### config.mk
export PLATFORM = sky130hd
export DESIGN_NAME = alu_mul_sequencer
export DESIGN_NICKNAME = d
export VERILOG_FILES = /design/src/rtl/alu_mul_sequencer.sv
export SDC_FILE = /design/constraint.sdc
export NUM_CORES = 1
export LEC_CHECK = 0
export CAP_MARGIN = 20
export CORE_MARGIN = 1.5
export CORE_UTILIZATION = 30
export CTS_CLUSTER_DIAMETER = 50
export DETAILED_ROUTE_END_ITERATION = 10
export PLACE_DENSITY_LB_ADDON = 0.08
export SLEW_MARGIN = 20
export SYNTH_ARGS = -nofsm -noshare
export SYNTH_HDL_FRONTEND = slang
export SYNTH_SLANG_ARGS = --single-unit
### constraint.sdc
create_clock -name clk_i -period 2.2 [get_ports clk_i]
set_input_delay 0.22 -clock clk_i [delete_from_list [all_inputs] [get_ports clk_i]]
set_output_delay 0.22 -clock clk_i [all_outputs]
set_load 0.02 [all_outputs]
### src/rtl/alu_mul_sequencer.sv
// Shift-add 32x32 multiplier (low word) that borrows the shared integer ALU
// one step at a time; the core stalls on busy_o while it runs.
module alu_mul_sequencer #(
   parameter int DATA_WIDTH    = 32,
   parameter int CONTROL_WIDTH = 3
) (
   input  logic                     clk_i,
   input  logic                     rst_ni,
   input  logic                     start_i,
   input  logic [DATA_WIDTH-1:0]    mcand_i,
   input  logic [DATA_WIDTH-1:0]    mplier_i,
   output logic                     busy_o,
   output logic                     done_o,
   output logic [DATA_WIDTH-1:0]    product_o,
   output logic                     alu_req_o,
   input  logic                     alu_gnt_i,
   output logic [CONTROL_WIDTH-1:0] alu_ctrl_o,
   output logic [DATA_WIDTH-1:0]    alu_a_o,
   output logic [DATA_WIDTH-1:0]    alu_b_o,
   input  logic [DATA_WIDTH-1:0]    alu_result_i
);

   localparam logic [CONTROL_WIDTH-1:0] CtrlAdd = CONTROL_WIDTH'(0);
   localparam logic [CONTROL_WIDTH-1:0] CtrlShl = CONTROL_WIDTH'(5);
   localparam logic [CONTROL_WIDTH-1:0] CtrlShr = CONTROL_WIDTH'(6);
   localparam logic [DATA_WIDTH-1:0]    One     = DATA_WIDTH'(1);

   typedef enum logic [2:0] {
      StIdle,
      StCheck,
      StAdd,
      StShl,
      StShr,
      StDone
   } state_e;

   state_e                   state_q, state_d;
   logic [DATA_WIDTH-1:0]    acc_q, acc_d;
   logic [DATA_WIDTH-1:0]    mc_q, mc_d;
   logic [DATA_WIDTH-1:0]    mp_q, mp_d;
   logic [DATA_WIDTH-1:0]    product_q, product_d;
   logic                     busy_q, busy_d;
   logic                     done_q, done_d;
   logic                     req_q, req_d;
   logic [CONTROL_WIDTH-1:0] ctrl_q, ctrl_d;
   logic [DATA_WIDTH-1:0]    a_q, a_d;
   logic [DATA_WIDTH-1:0]    b_q, b_d;

   // ALU-facing outputs are registered, so they are loaded for the state being
   // entered; an ungranted cycle keeps every register, freezing the ALU request.
   always_comb begin
      state_d   = state_q;
      acc_d     = acc_q;
      mc_d      = mc_q;
      mp_d      = mp_q;
      product_d = product_q;
      busy_d    = busy_q;
      done_d    = 1'b0;
      req_d     = req_q;
      ctrl_d    = ctrl_q;
      a_d       = a_q;
      b_d       = b_q;
      unique case (state_q)
         StIdle: begin
            if (start_i) begin
               mc_d    = mcand_i;
               mp_d    = mplier_i;
               acc_d   = '0;
               busy_d  = 1'b1;
               state_d = StCheck;
            end
         end
         StCheck: begin
            if (mp_q == '0) begin
               product_d = acc_q;
               done_d    = 1'b1;
               state_d   = StDone;
            end else if (mp_q[0]) begin
               req_d   = 1'b1;
               ctrl_d  = CtrlAdd;
               a_d     = acc_q;
               b_d     = mc_q;
               state_d = StAdd;
            end else begin
               req_d   = 1'b1;
               ctrl_d  = CtrlShl;
               a_d     = mc_q;
               b_d     = One;
               state_d = StShl;
            end
         end
         StAdd: begin
            if (alu_gnt_i) begin
               acc_d   = alu_result_i;
               ctrl_d  = CtrlShl;
               a_d     = mc_q;
               b_d     = One;
               state_d = StShl;
            end
         end
         StShl: begin
            if (alu_gnt_i) begin
               mc_d    = alu_result_i;
               ctrl_d  = CtrlShr;
               a_d     = mp_q;
               b_d     = One;
               state_d = StShr;
            end
         end
         StShr: begin
            if (alu_gnt_i) begin
               mp_d    = alu_result_i;
               req_d   = 1'b0;
               ctrl_d  = CtrlAdd;
               a_d     = '0;
               b_d     = '0;
               state_d = StCheck;
            end
         end
         StDone: begin
            busy_d  = 1'b0;
            state_d = StIdle;
         end
         default: begin
            state_d = StIdle;
         end
      endcase
   end

   always_ff @(posedge clk_i or negedge rst_ni) begin
      if (!rst_ni) begin
         state_q   <= StIdle;
         acc_q     <= '0;
         mc_q      <= '0;
         mp_q      <= '0;
         product_q <= '0;
         busy_q    <= 1'b0;
         done_q    <= 1'b0;
         req_q     <= 1'b0;
         ctrl_q    <= '0;
         a_q       <= '0;
         b_q       <= '0;
      end else begin
         state_q   <= state_d;
         acc_q     <= acc_d;
         mc_q      <= mc_d;
         mp_q      <= mp_d;
         product_q <= product_d;
         busy_q    <= busy_d;
         done_q    <= done_d;
         req_q     <= req_d;
         ctrl_q    <= ctrl_d;
         a_q       <= a_d;
         b_q       <= b_d;
      end
   end

   assign busy_o     = busy_q;
   assign done_o     = done_q;
   assign product_o  = product_q;
   assign alu_req_o  = req_q;
   assign alu_ctrl_o = ctrl_q;
   assign alu_a_o    = a_q;
   assign alu_b_o    = b_q;

endmodule
== Yosys cells after proc, flatten, opt, wreduce, memory -nomap -nowiden ==
Index checks and enable logic that the tools add are counted.

* Muxes and demuxes: 37
* Equality and inequality tests: 11
* Reduce and logical (&&, ||, !) cells: 19

{| class="wikitable"
|+ Operators with widths
! kind !! count
|-
| 32-bit 2-to-1 mux || 12
|-
| 32-bit case mux with 2 select lines || 3
|-
| 32-bit case mux with 4 select lines || 1
|-
| 32-bit case mux with 3 select lines || 1
|-
| 32-bit zero test || 1
|-
| 3-bit 2-to-1 mux || 10
|-
| 3-bit case mux with 5 select lines || 1
|-
| 3-bit case mux with 4 select lines || 1
|-
| 3-bit AND reduction || 4
|-
| 2-bit != test, second input constant || 5
|-
| 2-bit nonzero test || 5
|-
| 4-bit AND reduction || 2
|-
| 3-bit by 2-bit == test with 1-bit output, second input constant || 2
|-
| 3-bit == test, second input constant || 2
|-
| 1-bit 2-to-1 mux || 6
|-
| 5-bit AND reduction || 1
|-
| 1-bit case mux with 2 select lines || 2
|-
| 2-bit AND reduction || 2
|-
| 4-bit nonzero test || 1
|-
| 3-bit by 1-bit == test with 1-bit output, second input constant || 1
|-
| 3-bit zero test || 1
|-
| 3-bit nonzero test || 1
|-
| 2-bit by 1-bit != test with 1-bit output, second input constant || 1
|-
| 2-bit OR reduction || 1
|}

* Bits of input ports: 100
* Register bits after elaboration: 201
* Output and inout port bits: 102
* Logic and storage cells: 78

== Logic depth before layout (Yosys ltp) ==
* Depth in word-level cells: 4
* Depth in mapped cells: 8

== Worst setup path before layout ==
No wires, ideal clock.

* Kind: flip-flop to flip-flop
* Start: reg mp_q[0]
* End: reg a_q[0] (netlist: alu_a_o[0])
* Setup slack: 0.281 ns
* Data arrival time: 1.795 ns
* Setup time: 0.125 ns
* Cell stages (with the launch flop): 7
* Buffers on the path: 1
* Required time: 2.075 ns
* Path through: dfrtp_1 > nor4_1 > nand4_1 > nor3_4 > or2_2 > buf_6 > mux2_2

* Word-level cells in the longest chain between the ends: 3
* Elaborated cells on any way between the ends: 7
* Classes of those cells: 1 x eq/ne; 4 x mux; 2 x reduce/logical

{| class="wikitable"
|+ Ends and longest elaborated chain
! what !! RTL line !! source
|-
| from (decl) || 40 || <nowiki>logic [DATA_WIDTH-1:0] mp_q, mp_d;</nowiki>
|-
| from (signal assigned) || 147 || <nowiki>mp_q <= mp_d;</nowiki>
|-
| 32-bit zero test or 32-bit 2-to-1 mux (tied branches) || 74, 78 ||
|-
| 2-bit != test (no source line) or 32-bit 2-to-1 mux (tied branches) || - ||
|-
| 5-bit AND reduction (no source line) or 32-bit case mux with 4 select lines (tied branches) || - ||
|-
| to (signal assigned) || 141 || <nowiki>a_q <= '0;</nowiki>
|-
| to (signal assigned) || 153 || <nowiki>a_q <= a_d;</nowiki>
|-
| to (decl) || 46 || <nowiki>logic [DATA_WIDTH-1:0] a_q, a_d;</nowiki>
|}

Several ways; a longest one is shown, not always the timed one. The select of a mux whose other input is x is not followed.
A chain may end at the register's enable or synchronous reset.

== Worst setup path after layout ==
* Start: reg mp_q[24]
* End: reg product_q[12] (netlist: product_o[12])

* Word-level cells in the longest chain between the ends: 2

{| class="wikitable"
|+ Ends and longest elaborated chain
! what !! RTL line !! source
|-
| 32-bit zero test || 74 || <nowiki>if (mp_q == '0) begin</nowiki>
|-
| 2-bit AND reduction (no source line) || - ||
|-
| to (signal assigned) || 148 || <nowiki>product_q <= product_d;</nowiki>
|-
| to (decl) || 41 || <nowiki>logic [DATA_WIDTH-1:0] product_q, product_d;</nowiki>
|}

Every way passes these cells.

==> flow_summary.toml <==
[run_status]
status = "finished clean"

[power_and_ir_drop]
irDropWorstVdd_mv = 0.573
p_comb_frac = 0.425
swShare = 0.398
p_clk_frac = 0.238
power_density_nw_per_um2 = 1490
pwr-share-seq = 0.337
internal-power_mw = 11.7
leakage_nw = 5.47
p_switching_mw = 7.72

[logic_synthesis]
yosys_warnings = 0
netlist_area_um2 = 8800
yosys_register_bits = 201
seq_area_frac_synth = 0.571
synth-async-reset-ratio = 1.00
synth_edf_count = 0
postSynthCellCount = 883
syn_nets = 983
avgSynthCellArea_um2 = 9.97
ys_types = 33
ys_dominant_reg_cell = "dfrtp_1"

[floorplanning]
die_w_um = 174
die_y_um = 174
ioPinCount = 202
dieArea_um2 = 30400
coreArea_um2 = 28800
start_util = 0.306
core.rowCount = 62

[timing]
max_freq_ghz = 0.467
hold_viol_final = 0
fin_crit_sh = 0.973
finalSetupViolCount = 0
tightest_slew_ns = 1.01
relSlewSlack = 0.322
grt_setup_unrepaired = "true"
final.min_clock_period_ns = 2.14
setup_ws_ns = 0.0587
skew_ns = 0.0169
slew_violations = 0

[worst_setup_path]
critPathTopFamily = "simple AND/OR/NAND/NOR gates"
r2r_start = "mp_q[24]$_DFFE_PN0P_"
end_kind = "register"
slowest_delay_ns = 0.42
crit_start = "mp_q[24]$_DFFE_PN0P_"
crit_chain = "nor4_4, buf_4, nand4_1, nor3_4, buf_4, buf_6, buf_4, mux2_2"
crit_path_max_fanout = 4
crit_top_cell = "buf_4"
reg2reg_slack_ns = 0.06
critPathArrivalTime_ns = 2.57
critPathKind = "register to register"
timing.rr.end = "product_o[12]$_DFFE_PN0P_"
critPathRequiredTime_ns = 2.62
cp-start-kind = "register"
critPathSlowestCell = "dfrtp_1"
reg2reg_depth = 8
critPathBufInv = 4

[clock_network]
cts_max_path_buffers = 3
tritoncts = "done"
numCtsBuffers = 28
clock_latency_ns = 0.54
path_clk_slew_ns = 0.06
clock-sinks = 201
htreeDepth = 1
root_buffer = "clkbuf_16"

[global_routing]
grt_pass1_wl_um = 47300
grtUsageMet2 = 0.338
grt_pass1_vias = 7783
grt_overflow = 0
grtUsageMet1 = 0.279
antenna_found_initial = 0
grt_max_degree = 63
use_met3 = 0.0311
grt.total_usage = 0.202
grt_most_used_layer = "met2"

[cells_and_area]
n_antenna_cell = 0
synthToLayoutAreaGrowth_pct = 48.3
finalNetCount = 1219
fin_util = 0.454
layout-drive-gt1-share = 0.156

[detailed_routing]
drt_first_pass_iters = 7
num_vias = 7596
drtIter0Drc = 442
wire_per_inst_um = 21.1
route.detailed.drc = 0
viasPerCell = 4.98
postRouteAntennaNets = 0
wirelength_um = 32200

[placement]
gp_congestion = 0.756
place_ws_ns = -0.228
hpwl_um = 21100
port_buffers = 201

[min_path]
hold_path_class = "input pin to asynchronous set/reset pin"

[job]
maxCapViolCount = 0
## synth_stat cells (2+ instances only)
| cell type | n | area (um2) |
|---|---|---|
| nand2_1 | 136 | 510 |
| a31oi_1 | 2 | 12.5 |
| mux2i_1 | 34 | 340 |
| o21ai_1 | 9 | 45.0 |
| o21ai_0 | 187 | 936 |
| mux2_2 | 34 | 383 |
| o22ai_1 | 32 | 200 |
| nor2_1 | 74 | 278 |
| inv_1 | 4 | 15.0 |
| a221oi_1 | 31 | 272 |
| buf_6 | 7 | 78.8 |
| buf_4 | 2 | 15.0 |
| or3_1 | 3 | 18.8 |
| dfrtp_1 | 201 | 5030 |
| buf_2 | 14 | 70.1 |
| a21oi_1 | 6 | 30.0 |
| and3_1 | 33 | 206 |
| nor4_1 | 9 | 56.3 |
| or2_2 | 2 | 12.5 |
| nand2b_1 | 2 | 12.5 |
| clkbuf_1 | 46 | 173 |
| nand4_1 | 2 | 12.5 |
| clkbuf_2 | 3 | 15.0 |
## flip-flops by register name, indices dropped and copies added (netlist names)
name,cells
alu_ctrl_o,3
product_o,32
alu_a_o,32
busy_o,1
done_o,1
alu_req_o,1
acc_q,32
alu_b_o,32
mp_q,32
state_q,3
mc_q,32
## kinds of logic (layout without fill, tap and decap cells)
group	Yosys count	after routing	share of synthesized area
mux	68	68	0.0822
simple gates	267	268	0.131
buf+inv	76	332	0.0416
compound gates	271	271	0.174
flops	201	201	0.571
## what timing repair did
item / CTS / global route
hold endpoints to repair: 50 / 0
endpoints found under the setup margin: 100 / 104
setup buffers: 0 / 8
gates resized for setup: 5 / 65
gates cloned: 0 / 12
hold buffers: 1 / 0
pin swaps: 1 / 1
## layer usage
| layer | share of wire | up-vias |
|---|---|---|
| met2 | 0.48 | 202 |
| met3 | 0.050 | 26 |
| li1 | - | 3610 |
| met4 | 0.011 | 0 |
| met5 | 0 | - |
| met1 | 0.46 | 3758 |
## power by group through the flow
stage | clock (mW) | sequential [mW] | combinational [mW]
detailed placement | 0 | 6.59 | 7.80
finish | 4.62 | 6.55 | 8.25
global placement | 0 | 6.60 | 7.74
floorplan | 0 | 6.66 | 3.80
CTS | 4.71 | 6.56 | 7.86
global route | 4.86 | 6.77 | 9.10
## cells in the final DEF, fill, tap and decap left out, types with 4 or more instances in the layout
master	instances
mux2_2	13
a21oi_1	5
nand2_1	134
and3_1	33
o21ai_1	38
o21ai_0	157
clkbuf_16	37
mux2_4	21
dfrtp_1	198
o22ai_1	32
clkbuf_1	5
nor2_1	70
buf_4	44
buf_6	5
clkinvlp_4	4
buf_12	17
clkinv_2	5
a221oi_1	31
bufinv_16	4
nor2_4	4
clkdlybuf4s50_1	200
mux2i_1	34
nor4_1	6
## worst max path at each step
stage,cells past startpoint,endpoint
final,8,product_o[12]$_DFFE_PN0P_
after floorplan,6,alu_a_o[0]$_DFFE_PN0P_
after global routing,8,product_o[12]$_DFFE_PN0P_
after global placement,6,product_o[30]$_DFFE_PN0P_
after CTS,7,product_o[15]$_DFFE_PN0P_
after detailed placement,6,product_o[2]$_DFFE_PN0P_
## through the flow
stage          cells  TNS (ns)  power (mW)  area, um2  hold slack (ns)
3_3_place_gp    1452    -14.23        14.3      11600            0.225
6_report        1524         0        19.4      13100            0.219
4_1_cts         1504         0        19.1      12600            0.234
2_1_floorplan    883         0        10.5       8800          -0.0756
5_1_grt         1524     -1.13        20.7      13100            0.261
3_5_place_dp    1452    -14.29        14.4      11600            0.230
## layout make-up
type | count | area [um2]
Fill cell | 2747 | 15700
Sequential cell | 201 | 5030
Multi-Input combinational cell | 607 | 3590
Timing Repair Buffer | 277 | 2980
Clock buffer | 35 | 747
Tap cell | 384 | 480
Clock inverter | 16 | 209
Inverter | 4 | 15.0
(Power assumes the default switching activity.)
